$ cat config.mk
export PLATFORM = sky130hd
export DESIGN_NAME = ice40_himax_frame_sched_flat
export DESIGN_NICKNAME = d
export VERILOG_FILES = /design/src/rtl/ice40_himax_frame_sched_pkg.sv /design/src/rtl/ice40_himax_frame_sched_if.sv /design/src/rtl/ice40_himax_frame_sched_vsync_sync.sv /design/src/rtl/ice40_himax_frame_sched.sv /design/src/flat_wrapper.sv
export SDC_FILE = /design/constraint.sdc
export NUM_CORES = 1
export LEC_CHECK = 0
export BUFFER_PORTS_ARGS = -buffer_cell sky130_fd_sc_hd__buf_2
export CAP_MARGIN = 20
export CORE_UTILIZATION = 45
export DETAILED_ROUTE_END_ITERATION = 7
export PLACE_DENSITY = 0.68
export SYNTH_ARGS = -nofsm -noshare
export SYNTH_HDL_FRONTEND = slang
export SYNTH_SLANG_ARGS = --single-unit
$ cat constraint.sdc
create_clock -name i_clk -period 2.8 [get_ports i_clk]
set_input_delay 0.14 -clock i_clk [delete_from_list [all_inputs] [get_ports i_clk]]
set_output_delay 0.14 -clock i_clk [all_outputs]
set_load 0.1 [all_outputs]
$ cat src/rtl/ice40_himax_frame_sched_pkg.sv
// Shared types and constants for the Himax frame scheduler.
// The optional statistics block is enabled with HIMAX_SCHED_STATS_EN.
package himax_sched_pkg;

   localparam int unsigned SkipWDef  = 4;
   localparam int unsigned ToWDef    = 20;
   localparam int unsigned CntWDef   = 8;
   localparam int unsigned VsPeriodW = 24;

   typedef enum logic [2:0] {
      StInit    = 3'b000,
      StSkip    = 3'b001,
      StArm     = 3'b010,
      StCapture = 3'b011,
      StMlStart = 3'b100,
      StMlWait  = 3'b101
   } sched_state_e;

endpackage

$ cat src/rtl/ice40_himax_frame_sched_if.sv
// Capture/ML handshake between the frame scheduler (slave side) and the video/ML pipeline.
interface himax_sched_if;

   logic i_vid_rdy;
   logic i_ml_done;
   logic o_vid_en;
   logic o_ml_start;

   modport slave (
      input  i_vid_rdy,
      input  i_ml_done,
      output o_vid_en,
      output o_ml_start
   );

   modport master (
      output i_vid_rdy,
      output i_ml_done,
      input  o_vid_en,
      input  o_ml_start
   );

endinterface

$ cat src/rtl/ice40_himax_frame_sched_vsync_sync.sv
// Two-flop synchroniser plus registered rising-edge pulse; the pulse is 3 clocks after a pin edge.
module himax_vsync_sync (
   input  logic i_clk,
   input  logic resetn,
   input  logic i_async,
   output logic o_rise
);

   logic [1:0] sync_q, sync_d;
   logic       prev_q, prev_d;
   logic       rise_q, rise_d;

   always_comb begin
      sync_d = {sync_q[0], i_async};
      prev_d = sync_q[1];
      rise_d = sync_q[1] & ~prev_q;
   end

   always_ff @(posedge i_clk or negedge resetn) begin
      if (!resetn) begin
         sync_q <= '0;
         prev_q <= 1'b0;
         rise_q <= 1'b0;
      end else begin
         sync_q <= sync_d;
         prev_q <= prev_d;
         rise_q <= rise_d;
      end
   end

   assign o_rise = rise_q;

endmodule

$ cat src/rtl/ice40_himax_frame_sched.sv
// Frame scheduler: picks frames for capture + ML, gates clocks between runs, ML watchdog.
// Define HIMAX_SCHED_STATS_EN to add the vsync-period and watchdog-event counters.
module ice40_himax_frame_sched
   import himax_sched_pkg::*;
#(
   parameter int unsigned SKIP_W = SkipWDef,
   parameter int unsigned TO_W   = ToWDef,
   parameter int unsigned CNT_W  = CntWDef
) (
   input  logic                 i_clk,
   input  logic                 resetn,
   input  logic                 i_cam_vsync,
   input  logic                 i_init_done,
   input  logic                 i_load_done,
   input  logic [SKIP_W-1:0]    i_skip_n,
   input  logic                 i_force_run,
   input  logic [TO_W-1:0]      i_timeout,
   himax_sched_if.slave         sched_if,
   output logic                 o_mask_req,
   output logic                 o_ml_err,
   output logic [CNT_W-1:0]     o_run_cnt,
`ifdef HIMAX_SCHED_STATS_EN
   output logic [VsPeriodW-1:0] o_vs_period,
   output logic [CNT_W-1:0]     o_err_cnt,
`endif
   output logic [2:0]           o_state
);

   sched_state_e      state_q, state_d;
   logic [SKIP_W-1:0] skip_q, skip_d;
   logic [TO_W-1:0]   wdog_q, wdog_d;
   logic [CNT_W-1:0]  run_q, run_d;
   logic              err_q, err_d;
   logic              vid_en_q, vid_en_d;
   logic              start_q, start_d;
   logic              mask_q, mask_d;
   logic              vs_rise;
   logic              tmo_evt;

   himax_vsync_sync u_vsync (
      .i_clk   (i_clk),
      .resetn  (resetn),
      .i_async (i_cam_vsync),
      .o_rise  (vs_rise)
   );

   always_ff @(posedge i_clk or negedge resetn) begin
      if (!resetn) begin
         state_q  <= StInit;
         skip_q   <= '0;
         wdog_q   <= '0;
         run_q    <= '0;
         err_q    <= 1'b0;
         vid_en_q <= 1'b0;
         start_q  <= 1'b0;
         mask_q   <= 1'b0;
      end else begin
         state_q  <= state_d;
         skip_q   <= skip_d;
         wdog_q   <= wdog_d;
         run_q    <= run_d;
         err_q    <= err_d;
         vid_en_q <= vid_en_d;
         start_q  <= start_d;
         mask_q   <= mask_d;
      end
   end

   always_comb begin
      state_d = state_q;
      skip_d  = skip_q;
      wdog_d  = wdog_q;
      run_d   = run_q;
      err_d   = err_q;
      tmo_evt = 1'b0;
      unique case (state_q)
         StInit: begin
            if (i_init_done && i_load_done) state_d = StArm;
         end
         StArm: begin
            if (vs_rise) begin
               state_d = StCapture;
               skip_d  = i_skip_n;
            end
         end
         StCapture: begin
            if (sched_if.i_vid_rdy) state_d = StMlStart;
         end
         StMlStart: begin
            wdog_d  = '0;
            state_d = StMlWait;
         end
         StMlWait: begin
            if (wdog_q != '1) wdog_d = wdog_q + TO_W'(1);
            // Completion beats a timeout landing on the same cycle.
            if (sched_if.i_ml_done) begin
               run_d   = run_q + CNT_W'(1);
               state_d = (skip_q == '0 || i_force_run) ? StArm : StSkip;
            end else if (i_timeout != '0 && wdog_q == i_timeout - TO_W'(1)) begin
               err_d   = 1'b1;
               tmo_evt = 1'b1;
               state_d = StSkip;
            end
         end
         StSkip: begin
            // A zero count (only reachable after a timeout) behaves like the last skipped frame.
            if (i_force_run) begin
               state_d = StArm;
               skip_d  = '0;
            end else if (vs_rise) begin
               if (skip_q <= SKIP_W'(1)) begin
                  state_d = StArm;
                  skip_d  = '0;
               end else begin
                  skip_d = skip_q - SKIP_W'(1);
               end
            end
         end
         default: state_d = StInit;
      endcase
   end

   always_comb begin
      vid_en_d = (state_q == StCapture);
      start_d  = (state_q == StMlStart);
      mask_d   = (state_q == StSkip);
   end

   assign sched_if.o_vid_en   = vid_en_q;
   assign sched_if.o_ml_start = start_q;
   assign o_mask_req          = mask_q;
   assign o_ml_err            = err_q;
   assign o_run_cnt           = run_q;
   assign o_state             = state_q;

`ifdef HIMAX_SCHED_STATS_EN
   logic [VsPeriodW-1:0] per_cnt_q, per_cnt_d;
   logic [VsPeriodW-1:0] period_q, period_d;
   logic                 vs_seen_q, vs_seen_d;
   logic [CNT_W-1:0]     err_cnt_q, err_cnt_d;

   always_comb begin
      per_cnt_d = per_cnt_q;
      period_d  = period_q;
      vs_seen_d = vs_seen_q;
      err_cnt_d = err_cnt_q;
      if (per_cnt_q != '1) per_cnt_d = per_cnt_q + VsPeriodW'(1);
      if (vs_rise) begin
         per_cnt_d = VsPeriodW'(1);
         vs_seen_d = 1'b1;
         if (vs_seen_q) period_d = per_cnt_q;
      end
      if (tmo_evt) err_cnt_d = err_cnt_q + CNT_W'(1);
   end

   always_ff @(posedge i_clk or negedge resetn) begin
      if (!resetn) begin
         per_cnt_q <= '0;
         period_q  <= '0;
         vs_seen_q <= 1'b0;
         err_cnt_q <= '0;
      end else begin
         per_cnt_q <= per_cnt_d;
         period_q  <= period_d;
         vs_seen_q <= vs_seen_d;
         err_cnt_q <= err_cnt_d;
      end
   end

   assign o_vs_period = period_q;
   assign o_err_cnt   = err_cnt_q;
`endif

endmodule

$ cat src/flat_wrapper.sv
// flat-port wrapper written by rule: the top's interface ports become plain ports
module ice40_himax_frame_sched_flat import himax_sched_pkg::*;
#(
   parameter int unsigned SKIP_W = SkipWDef,
   parameter int unsigned TO_W   = ToWDef,
   parameter int unsigned CNT_W  = CntWDef
)
  (i_clk, resetn, i_cam_vsync, i_init_done, i_load_done, i_skip_n, i_force_run, i_timeout, o_mask_req, o_ml_err, o_run_cnt, o_state, sched_if_i_vid_rdy, sched_if_i_ml_done, sched_if_o_vid_en, sched_if_o_ml_start);
  himax_sched_if sched_if_i ();
  input  logic i_clk;
  input  logic resetn;
  input  logic i_cam_vsync;
  input  logic i_init_done;
  input  logic i_load_done;
  input  logic [SKIP_W-1:0] i_skip_n;
  input  logic i_force_run;
  input  logic [TO_W-1:0] i_timeout;
  output logic o_mask_req;
  output logic o_ml_err;
  output logic [CNT_W-1:0] o_run_cnt;
  output logic [2:0] o_state;
  input wire logic [$bits(sched_if_i.i_vid_rdy)-1:0] sched_if_i_vid_rdy;
  input wire logic [$bits(sched_if_i.i_ml_done)-1:0] sched_if_i_ml_done;
  output wire logic [$bits(sched_if_i.o_vid_en)-1:0] sched_if_o_vid_en;
  output wire logic [$bits(sched_if_i.o_ml_start)-1:0] sched_if_o_ml_start;
  assign sched_if_i.i_vid_rdy = sched_if_i_vid_rdy;
  assign sched_if_i.i_ml_done = sched_if_i_ml_done;
  assign sched_if_o_vid_en = sched_if_i.o_vid_en;
  assign sched_if_o_ml_start = sched_if_i.o_ml_start;
  ice40_himax_frame_sched #(.SKIP_W(SKIP_W), .TO_W(TO_W), .CNT_W(CNT_W)) u_core (.i_clk(i_clk), .resetn(resetn), .i_cam_vsync(i_cam_vsync), .i_init_done(i_init_done), .i_load_done(i_load_done), .i_skip_n(i_skip_n), .i_force_run(i_force_run), .i_timeout(i_timeout), .sched_if(sched_if_i), .o_mask_req(o_mask_req), .o_ml_err(o_ml_err), .o_run_cnt(o_run_cnt), .o_state(o_state));
endmodule
# Yosys cells after proc, flatten, opt, wreduce, memory -nomap -nowiden
# Index checks and enable logic that the tools add are counted.
# word_totals
reg_bits	43
latchBits	0
ram_bits	0
mem_bits_ro	0
input_bits	32
output_inout_bits	15
wordCells	63
n_memories	0
# classes
addsub	4
n_mul	0
div_mod_pow	0
magnitude_cmp	1
n_eq_ne	14
n_shift	0
n_mux	17
bitwise	3
reduce_logical	13
# ops
op	count
20-bit one-hot mux with 2 select lines	1
3-bit two-way mux	8
20-bit by 1-bit adder with 20-bit output, second input constant	1
20-bit == test	1
20-bit two-way mux	1
20-bit != test, second input constant	1
20-bit nonzero test	1
20-bit by 1-bit subtractor with 20-bit output, second input constant	1
3-bit one-hot mux with 6 select lines	1
4-bit two-way mux	4
8-bit by 1-bit adder with 8-bit output, second input constant	1
4-bit one-hot mux with 2 select lines	1
3-bit by 2-bit == test with 1-bit output, second input constant	2
3-bit == test, second input constant	2
3-bit != test, second input constant	2
3-bit AND reduction	2
6-bit AND reduction	1
4-bit by 1-bit less-or-equal comparator with 1-bit output, second input constant	1
4-bit logical NOT	1
2-bit by 1-bit != test with 1-bit output, second input constant	2
2-bit != test, second input constant	2
2-bit AND reduction	2
2-bit nonzero test	2
4-bit by 1-bit subtractor with 4-bit output, second input constant	1
other kinds (8)	10

# Logic depth before layout (Yosys ltp)
# Gate-level depths: netlist of the first run.
# depth
word_depth	6
depth_mapped	9
depth_no_buf	9

# Modules after synthesis
# From an unflattened synthesis of the first run, not the netlist that was laid out.
# hier_totals
hier_cells	319
hier_area_um2	2855.2
# by_module_without_submodules
module	n_inst	cells_each	area_per_inst_um2	seq_area_each_um2
ice40_himax_frame_sched	1	314	2741.4	975.9
himax_vsync_sync	1	5	113.9	100.1

# Worst setup path before layout of the first run
# No wires, ideal clock.
# synth_timing
path_kind	reg-to-reg
startpoint	reg u_core.state_q[2], in the netlist u_core.o_state[2]
endpoint	reg u_core.wdog_q[18]
setup_ns	0.078
arrival_ns	2.457
t_required_ns	2.722
setup_slack_ns	0.265
stages_incl_launch_ff	7
n_path_buf	0
period_less_slack_ns	2.535
cell_sequence	dfrtp_1 > nor2b_1 > nand2_1 > nor3b_1 > nand3_1 > or3_1 > a21oi_1
# synth_between
elab_chain_cells	3
word_cells_on_any_way	6
cone_classes	3 x eq/ne; 1 x mux; 2 x reduce/logical
# synth_rtl
item	line_no	text
from (decl)	ice40_himax_frame_sched.sv:29	sched_state_e state_q, state_d;
from (signal assigned)	ice40_himax_frame_sched.sv:49	state_q <= StInit;
from (signal assigned)	ice40_himax_frame_sched.sv:58	state_q <= state_d;
3-bit == test (on tied branches)	--	
2-bit by 1-bit != test with 1-bit output (no source line) / 2-bit nonzero test (equally long branches)	--	
2-bit AND reduction (no source line)	--	
to (signal assigned)	ice40_himax_frame_sched.sv:60	wdog_q <= wdog_d;
to (decl)	ice40_himax_frame_sched.sv:31	logic [TO_W-1:0] wdog_q, wdog_d;
# Several ways; a longest one is shown, not always the timed one.
# A chain may end at the register's enable or synchronous reset.

# Worst setup path in the final report of the first run
# layout_timing
startpoint	reg u_core.wdog_q[14]
endpoint	reg u_core.state_q[2], in the netlist u_core.o_state[2]
# layout_between
elab_chain_cells	4
# layout_rtl
item	line_no	text
20-bit == test	ice40_himax_frame_sched.sv:99	end else if (i_timeout != '0 && wdog_q == i_timeout - TO_W'(1)) begin
1-bit logical AND	ice40_himax_frame_sched.sv:99	
3-bit by 2-bit != test with 1-bit output (no source line)	--	
6-bit AND reduction (no source line)	--	
# Every way passes these cells.

==> impl_metrics.tcl, run 1 <==
set metrics [dict create \
    cts_setup_buffers 0 \
    io_pins 47 \
    start_util 0.4726 \
    gp_congestion 0.7843 \
    antenna_cells 0 \
    holdCritPathClass "primary input to asynchronous set/reset pin" \
    rows 28 \
    synth_common_cells "dfrtp_1, nor2_1, nand2_1" \
    power_density_mw_per_mm2 684.4 \
    cts_root_buf "clkbuf_8" \
    clkTransAtPathRegs_ns 0.09 \
    status "finished with violations" \
    finish.utilization 0.5478 \
    critical_path_arrival_ns 2.41 \
    synth_top_area_cell "dfrtp_1" \
    holdBufCountCts 1 \
    cts_tree "built" \
    wl_per_cell_um 14.26 \
    clock_skew_ns 0.01394 \
    yosysMostFrequentCell "dfrtp_1" \
    antenna_found_initial 0 \
    ys_top_cells_by_area "dfrtp_1, xor2_1, xnor2_1, nor2_1, o21ai_0" \
    htreeDepth 2 \
    drv_slew 0 \
    slew_headroom 0.3687 \
    syn-num-nets 346 \
    via_per_inst 5.645 \
    wirelength_mm 6.190 \
    finalSetupViolations 0 \
    gr-total-overflow 0 \
    critPathRequiredTime_ns 2.99 \
    whs_ns -0.02286 \
    p_leak_nw 1.484 \
    area_growth_pct 15.91 \
    hpwl_mm 4.575 \
    fin_crit_sh 0.7911 \
    dieArea_sq_mm 0.006614 \
    yosys_warnings 0 \
    grt_max_degree 44 \
    fp.coreArea_sq_mm 0.005991 \
    drc_errors 0 \
    final_nets 397 \
    critPathCaptureType "flip-flop" \
    ys_seq_area_frac 0.3800 \
    netlist_area_sq_mm 0.002831 \
    final_cells 434 \
    antenna_left 0 \
    dp.cells 425 \
    fp.dieH_um 81.33 \
    synthCells 307 \
    grtUsageTotal 0.2008 \
    avgSynthCellArea_sq_um 9.223 \
    cts_buffer_depth 2 \
    synth_seq_cells 43 \
    nFillCells 549 \
    ctsResizeCount 0 \
    path_class "flip-flop to flip-flop" \
    async_flop_share 1.000 \
    design_area_sq_mm 0.003282 \
    max-cap-violations 0 \
    r2r_start "u_core.wdog_q[14]" \
    drt_first_pass_iters 4 \
    violations "negative hold slack" \
    worstSkewPairLatency_ns 0.30 \
    reg2reg_slack_ns 0.59 \
    synth_top_area_share 0.3800 \
    peakVddDrop_uv 591.6 \
    placed_cell_area_sq_mm 0.003154 \
    tns_ns 0 \
    worst_slew_pin_slew_ns 0.9469 \
    hold_viol_final 33 \
    synthFlopType "dfrtp_1" \
    numCtsBuffers 5 \
    rsz0062_at_grt "false" \
    synth-edff-count 0 \
    max_freq_ghz 0.4515 \
    period_minus_slack_ns 2.215 \
    numPortBuffers 46 \
    crit_path_max_fanout 5 \
    vias 2450 \
    synth.lib_cells_used.distinct 50 \
    drive_above_1_share 0.2006 \
    first_global_vias 2227 \
    r2r_end "u_core.o_state[2]" \
    grt_first_pass_wirelength_mm 10.27 \
    die_x_um 81.33 \
    cp-start-kind "flip-flop" \
    drt_iter0_drc 121 \
    reg2reg_depth 7 \
    cts.sinks 43 \
]
where the power goes:
| part | total, mW | switching (mW) | internal [mW] |
|---|---|---|---|
| combinational | 0.904 | 0.661 | 0.243 |
| sequential | 0.834 | 0.121 | 0.713 |
| clock | 0.509 | 0.220 | 0.289 |
| total | 2.25 | 1.00 | 1.25 |
worst max path at each step:
stage / start / to / slack (ns)
floorplan: u_core.o_state[2] / u_core.wdog_q[18] / 0.27
global placement: i_timeout[0] / u_core.o_state[2] / 0.44
detailed placement: i_timeout[0] / u_core.o_state[2] / 0.37
CTS: u_core.wdog_q[14] / u_core.o_state[2] / 0.56
global route: u_core.wdog_q[5] / u_core.o_state[2] / 0.45
finish: u_core.wdog_q[14] / u_core.o_state[2] / 0.59
critical path, stage by stage (launching register included):
cell and delay (ns):
dfrtp_1 0.44, xnor2_1 0.20, or4b_2 0.64, a21boi_2 0.13, nor2_1 0.05, a21oi_1 0.13
nand4_1 0.16, a221o_1 0.36
state kept, by name (all words and copies together) (netlist names), 2 cells and up:
name	cells
u_core.o_state	3
u_core.wdog_q	20
u_core.o_run_cnt	8
u_core.u_vsync.sync_q	2
u_core.skip_q	4
area by class of cell:
type | instances | area, sq um | area share
inverters | 9 | 33.78 | 0.01029
clock buffers | 6 | 82.58 | 0.02516
multi-input cells | 248 | 1690 | 0.5151
repair buffers | 51 | 270.3 | 0.08235
clock inverters | 2 | 35.03 | 0.01067
well taps | 75 | 93.84 | 0.02859
flip-flops and latches | 43 | 1076 | 0.3279
placed cells by master, fill, tap and decap left out, drive strengths merged, types with 3 or more instances in the layout:
cell type and instances:
nand4 14, dfrtp 43, clkbuf 6, nor3 4, and3 7, nand2 27
nand4b 4, ha 7, nand3b 3, nor3b 3, nand3 10, buf 50
nand2b 7, nor4 6, mux2i 4, xor2 23, nor2b 4, a22o 3
xnor2 20, nor2 33, inv 9, or3 3, and4 6, o21ai 23
a21oi 12
metal layers:
metal	part of all wire	up-vias	GRT usage
met5	0	-	0
met2	0.46	55	0.3225
li1	-	1205	-
met4	0.014	0	0.05179
met3	0.033	8	0.03034
met1	0.49	1182	0.2808
cell families (layout without fill, tap and decap cells):
group | Yosys count | count (layout) | share of synthesized area
simple gates | 140 | 140 | 0.2903
compound gates | 53 | 53 | 0.1246
xor+xnor | 43 | 43 | 0.1330
flops | 43 | 43 | 0.3800
buf+inv | 16 | 68 | 0.02298
fa+ha+maj | 7 | 7 | 0.03093
mux | 5 | 5 | 0.01812
metrics by stage:
step                      power [mW]  setup slack [ns]
after floorplan                1.532            0.2651
after global placement         1.729            0.4394
after global routing           2.387            0.4471
after CTS                      2.257            0.5605
after detailed placement       1.749            0.3685
final                          2.246            0.5851
Note: power is estimated with default switching activity, not from simulation.
==> run 2: changes to the inputs <==
==> constraint.sdc (replaced) <==
create_clock -name i_clk -period 2.24 [get_ports i_clk]
set_input_delay 0.112 -clock i_clk [delete_from_list [all_inputs] [get_ports i_clk]]
set_output_delay 0.112 -clock i_clk [all_outputs]
set_load 0.1 [all_outputs]
==> run 2 against run 1 <==
The flow now finishes without violations. Non-clock buffer count rose by 28. Critical path depth rose by 1. Routed wire length rose by 5.9%. Clock power fell by 7.5%. Sequential share of layout area fell by 1.6 points. First-iteration DRC count fell by 9.9%. Die area did not move. Global-route usage rose by 2.0 points.
==> impl_metrics.tcl, run 2 (synthesis gave the netlist of run 1 again) <==
set metrics [dict create \
    p_int_mw 1.483 \
    nFillCells 543 \
    antenna_cells 0 \
    hpwl_mm 4.944 \
    reg2reg_depth 8 \
    dieArea_sq_mm 0.006614 \
    cp-start-kind "flip-flop" \
    power_density_mw_per_mm2 786.4 \
    worstHoldStart "sched_if_i_ml_done" \
    worstPathCellList "xnor2_1 -> or4b_2 -> a21boi_2 -> nor2_1 -> a21oi_1 -> nand4_1 -> buf_4 -> o31ai_1" \
    drt_iter0_drc 109 \
    period_minus_slack_ns 2.099 \
    mostFrequentLayoutCells "buf_2, dfrtp_1, nor2_1" \
    fin_crit_sh 0.9369 \
    path_class "flip-flop to flip-flop" \
    critical_path_arrival_ns 2.30 \
    drc_errors 0 \
    worst_slew_pin_slew_ns 0.5269 \
    max_freq_ghz 0.4765 \
    clkTransAtPathRegs_ns 0.08 \
    p_sw_frac 0.4560 \
    largest_reg_flops 20 \
    clock_skew_ns 0.008699 \
    rsz0062_at_grt "false" \
    io_pins 47 \
    seq_power_share 0.367 \
    first_global_vias 2437 \
    cts.sinks 43 \
    hold_end "u_core.o_ml_err" \
    crit_slowest_cell "or4b_2" \
    seqCellArea_sq_mm 0.001080 \
    worstSkewPairLatency_ns 0.29 \
    critPathRequiredTime_ns 2.44 \
    regMostFlops "u_core.wdog_q" \
    tns_ns 0 \
    gp_congestion 0.8403 \
    holdPathStages 2 \
    status "completed" \
    holdCritPathClass "primary input to flip-flop" \
    final_common_cell "buf_2" \
    cpLargestDelayFamily "simple AND/OR/NAND/NOR gates" \
    slew_headroom 0.6488 \
    wl_per_cell_um 14.19 \
    start_util 0.4726 \
    critPathCaptureType "flip-flop" \
    r2r_start "u_core.wdog_q[14]" \
    via_per_inst 5.476 \
    numCtsBuffers 5 \
    clkPwrFrac 0.173 \
    reg2reg_slack_ns 0.14 \
    htreeDepth 2 \
    drt_first_pass_iters 4 \
    r2r_end "u_core.o_ml_err" \
    drv_slew 0 \
    p_leak_nw 1.602 \
    grt_max_degree 24 \
    cts_buffer_depth 2 \
    p_comb_frac 0.460 \
    cts_root_buf "clkbuf_8" \
    multi_input_area_sq_mm 0.001695 \
    cts_tree "built" \
    antenna_found_initial 0 \
    max-cap-violations 0 \
    finalSetupViolations 0 \
    grt_first_pass_wirelength_mm 11.10 \
    grtUsageTotal 0.2209 \
    wirelength_mm 6.554 \
    crit_path_max_fanout 2 \
    crit_path_max_incr_delay_ns 0.64 \
    numPortBuffers 46 \
    finish.utilization 0.5787 \
    dp.cells 451 \
    die_x_um 81.33 \
    path_buf_inv 1 \
    hold_viol_final 0 \
    p_sw_mw 1.243 \
    fp.dieH_um 81.33 \
    final_cells 462 \
    area_growth_pct 22.45 \
    vias 2530 \
    final_nets 425 \
    drive_above_1_share 0.2610 \
    peakVddDrop_uv 1058 \
    antenna_left 0 \
    gr-total-overflow 0 \
    fp.coreArea_sq_mm 0.005991 \
    rows 28 \
]
==> run 2: cell count changes in the layout (fill, tap and decap cells not counted) <==
cell | before | now
clkbuf_8 | 6 | 5
bufinv_16 | 1 | 0
dfrtp_2 | 0 | 3
nor3b_1 | 3 | 2
buf_4 | 4 | 31
nor3b_2 | 0 | 1
dlygate4sd3_1 | 1 | 2
clkbuf_1 | 0 | 2
dfrtp_1 | 43 | 40
==> run 2: what timing repair did <==
| action | CTS | global route |
|---|---|---|
| buffers inserted | 0 | 1 |
| hold buffers | 2 | 0 |
| gates resized for setup | 0 | 1 |
| endpoints found under the setup margin | 0 | 4 |
| hold endpoints to repair | 22 | 0 |
==> run 2: worst max path at each step <==
stage | startpoint | to | slack (ns) | cells after the start
2_1_floorplan | u_core.o_state[2] | u_core.wdog_q[18] | 0.03 | 6
3_3_place_gp | i_timeout[0] | u_core.o_state[2] | -0.03 | 10
3_5_place_dp | i_timeout[0] | u_core.o_state[2] | -0.07 | 10
4_1_cts | u_core.wdog_q[15] | u_core.wdog_q[18] | 0.04 | 6
5_1_grt | u_core.wdog_q[14] | u_core.o_ml_err | 0.003 | 8
6_report | u_core.wdog_q[14] | u_core.o_ml_err | 0.14 | 8
==> run 2: layout make-up <==
class                           instances  share of cell area
Tap cell                               75             0.02707
Timing Repair Buffer                   79              0.1393
Clock buffer                            7             0.02201
Multi-Input combinational cell        248              0.4890
Sequential cell                        43              0.3114
Clock inverter                          1            0.001444
Inverter                                9            0.009744
==> run 2: per-layer routing <==
layer / wire (um) / global-route usage / up-vias
met5: 0 / 0 / -
met4: 184 / 0.08036 / 0
met3: 286 / 0.03596 / 14
met2: 3011 / 0.3575 / 58
met1: 3072 / 0.2958 / 1196
li1: - / - / 1262
==> run 2: power groups by stage <==
stage	Combinational [mW]	Clock [mW]	Sequential (mW)
2_1_floorplan	0.501	0	1.42
3_3_place_gp	1.23	0	1.01
3_5_place_dp	1.25	0	1.01
4_1_cts	1.25	0.485	0.997
5_1_grt	1.37	0.521	1.02
6_report	1.25	0.471	1.00
==> run 2: metrics by stage <==
step           setup WS (ns)  hold slack [ns]  area [sq um]  power, mW
2_1_floorplan        0.03218          -0.1836          2835      1.920
4_1_cts              0.03860          0.04649          3455      2.737
5_1_grt             0.002738          0.06441          3467      2.914
6_report              0.1413          0.05996          3467      2.726
3_5_place_dp        -0.07462           0.1298          3353      2.258
3_3_place_gp        -0.03109           0.1207          3353      2.234
==> run 3: changes to the inputs <==
--- a/config.mk
+++ b/config.mk
@@ -9,7 +9,7 @@
 export CAP_MARGIN = 20
 export CORE_UTILIZATION = 45
 export DETAILED_ROUTE_END_ITERATION = 7
-export PLACE_DENSITY = 0.68
+export PLACE_DENSITY = 0.66
 export SYNTH_ARGS = -nofsm -noshare
 export SYNTH_HDL_FRONTEND = slang
 export SYNTH_SLANG_ARGS = --single-unit
==> run 3 against run 2 <==
Total power grew 0.60%. Clock skew is 0.0041 ns lower. First-iteration DRC count is 27% lower.
==> impl_metrics.tcl, run 3 (synthesis gave the netlist of run 1 again) <==
set metrics [dict create \
    worstSkewPairLatency_ns 0.28 \
    cts_tree "built" \
    cts_root_buf "clkbuf_8" \
    r2r_end "u_core.o_state[2]" \
    nFillCells 548 \
    regMostFlops "u_core.wdog_q" \
    holdCritPathClass "primary input to flip-flop" \
    dieArea_sq_mm 0.006614 \
    critical_path_arrival_ns 2.31 \
    drt_first_pass_iters 4 \
    grt_max_degree 22 \
    cts.sinks 43 \
    fp.dieH_um 81.33 \
    peakVddDrop_uv 995.8 \
    antenna_cells 0 \
    max-cap-violations 0 \
    worstSetupEndpoint "u_core.o_state[2]" \
    period_minus_slack_ns 2.143 \
    dp_slack_ns -0.1191 \
    mostFrequentLayoutCells "buf_2, dfrtp_1, nor2_1" \
    area_growth_pct 21.56 \
    whs_ns 0.05717 \
    p_leak_nw 1.579 \
    final_nets 418 \
    largest_reg_flops 20 \
    start_util 0.4726 \
    r2r_start "u_core.wdog_q[14]" \
    crit_start "u_core.wdog_q[14]" \
    rows 28 \
    final.setup.worst_slack_ns 0.09720 \
    cp-start-kind "flip-flop" \
    via_per_inst 5.486 \
    io_pins 47 \
    clock_skew_ns 0.004609 \
    drc_errors 0 \
    slew_headroom 0.6325 \
    finalSetupViolations 0 \
    path_class "flip-flop to flip-flop" \
    htreeDepth 2 \
    wl_per_cell_um 13.74 \
    grt_first_pass_wirelength_mm 10.34 \
    worstHoldStart "sched_if_i_ml_done" \
    fin_crit_sh 0.9566 \
    fp.coreArea_sq_mm 0.005991 \
    final_common_cell "buf_2" \
    antenna_left 0 \
    numPortBuffers 46 \
    grtUsageTotal 0.2029 \
    max_freq_ghz 0.4667 \
    numCtsBuffers 5 \
    drv_slew 0 \
    gp_congestion 0.8976 \
    hold_viol_final 0 \
    clkTransAtPathRegs_ns 0.08 \
    hpwl_mm 4.888 \
    die_x_um 81.33 \
    antenna_found_initial 0 \
    status "completed" \
    rsz0062_at_grt "false" \
    gr-total-overflow 0 \
    vias 2496 \
    drt_iter0_drc 80 \
    first_global_vias 2315 \
    critPathRequiredTime_ns 2.41 \
    tns_ns 0 \
    cts_buffer_depth 2 \
    reg2reg_slack_ns 0.1 \
    worst_slew_pin_slew_ns 0.5512 \
    wirelength_mm 6.253 \
    drive_above_1_share 0.2553 \
    power_density_mw_per_mm2 796.8 \
    critPathCaptureType "flip-flop" \
    reg2reg_depth 7 \
    crit_path_max_fanout 2 \
]
[run 3: changes by cell type in the layout (fill, tap and decap cells not counted), sizes merged]
cell,delta
buf,-7
clkbuf,+1
clkinv,-1
[run 3: worst min path at each step]
stage | end | depth (start not counted) | slack [ns]
floorplan | u_core.o_mask_req | 0 | -0.18
global placement | u_core.o_run_cnt[1] | 1 | -0.03
detailed placement | u_core.o_run_cnt[1] | 1 | -0.03
CTS | u_core.o_ml_err | 2 | 0.04
global route | u_core.o_ml_err | 2 | 0.07
finish | u_core.o_ml_err | 2 | 0.06
[run 3: report_power, final]
| group | internal [mW] | switching, mW |
|---|---|---|
| combinational | 0.343 | 0.866 |
| sequential | 0.897 | 0.115 |
| clock | 0.281 | 0.240 |
[run 3: through the flow]
| stage | utilization | power, mW | instance area (sq um) | std cells |
|---|---|---|---|---|
| final | 0.5746 | 2.743 | 3442 | 455 |
| after global routing | 0.5746 | 2.925 | 3442 | 455 |
| after CTS | 0.5723 | 2.774 | 3428 | 455 |
| after detailed placement | 0.5522 | 2.229 | 3308 | 445 |
| after global placement | 0.5522 | 2.211 | 3308 | 445 |
| after floorplan | - | 1.920 | 2835 | 307 |
[run 3: repair_timing]
item / CTS / global route
setup buffers: 0 / 0
setup endpoints to repair: 0 / 3
hold buffers: 2 / 0
endpoints found under the hold margin: 44 / 0
resized for setup: 0 / 3
[run 3: cell type report]
cell class	instances	area [sq um]	area share
multi-input combinational	248	1703	0.4947
sequential	43	1081	0.3141
timing repair buffer	72	430.4	0.1250
clock buffer	8	100.1	0.02908
tap	75	93.84	0.02726
inverter	9	33.78	0.009815
[run 3: layer usage]
metal,global-route usage,routed length [um],vias up,part of all wire
met5,0,0,-,0
met4,0.06607,97,0,0.016
met3,0.03034,276,11,0.044
met2,0.3492,2998,74,0.48
met1,0.2588,2880,1170,0.46
li1,-,-,1241,-
[run 3: worst max-delay path, stage by stage (launching register included)]
cell,delay [ns]
dfrtp_1,0.41
xnor2_1,0.15
or4b_2,0.62
a21boi_2,0.13
nor2_1,0.05
a21oi_1,0.13
nand4_1,0.18
a221o_1,0.37
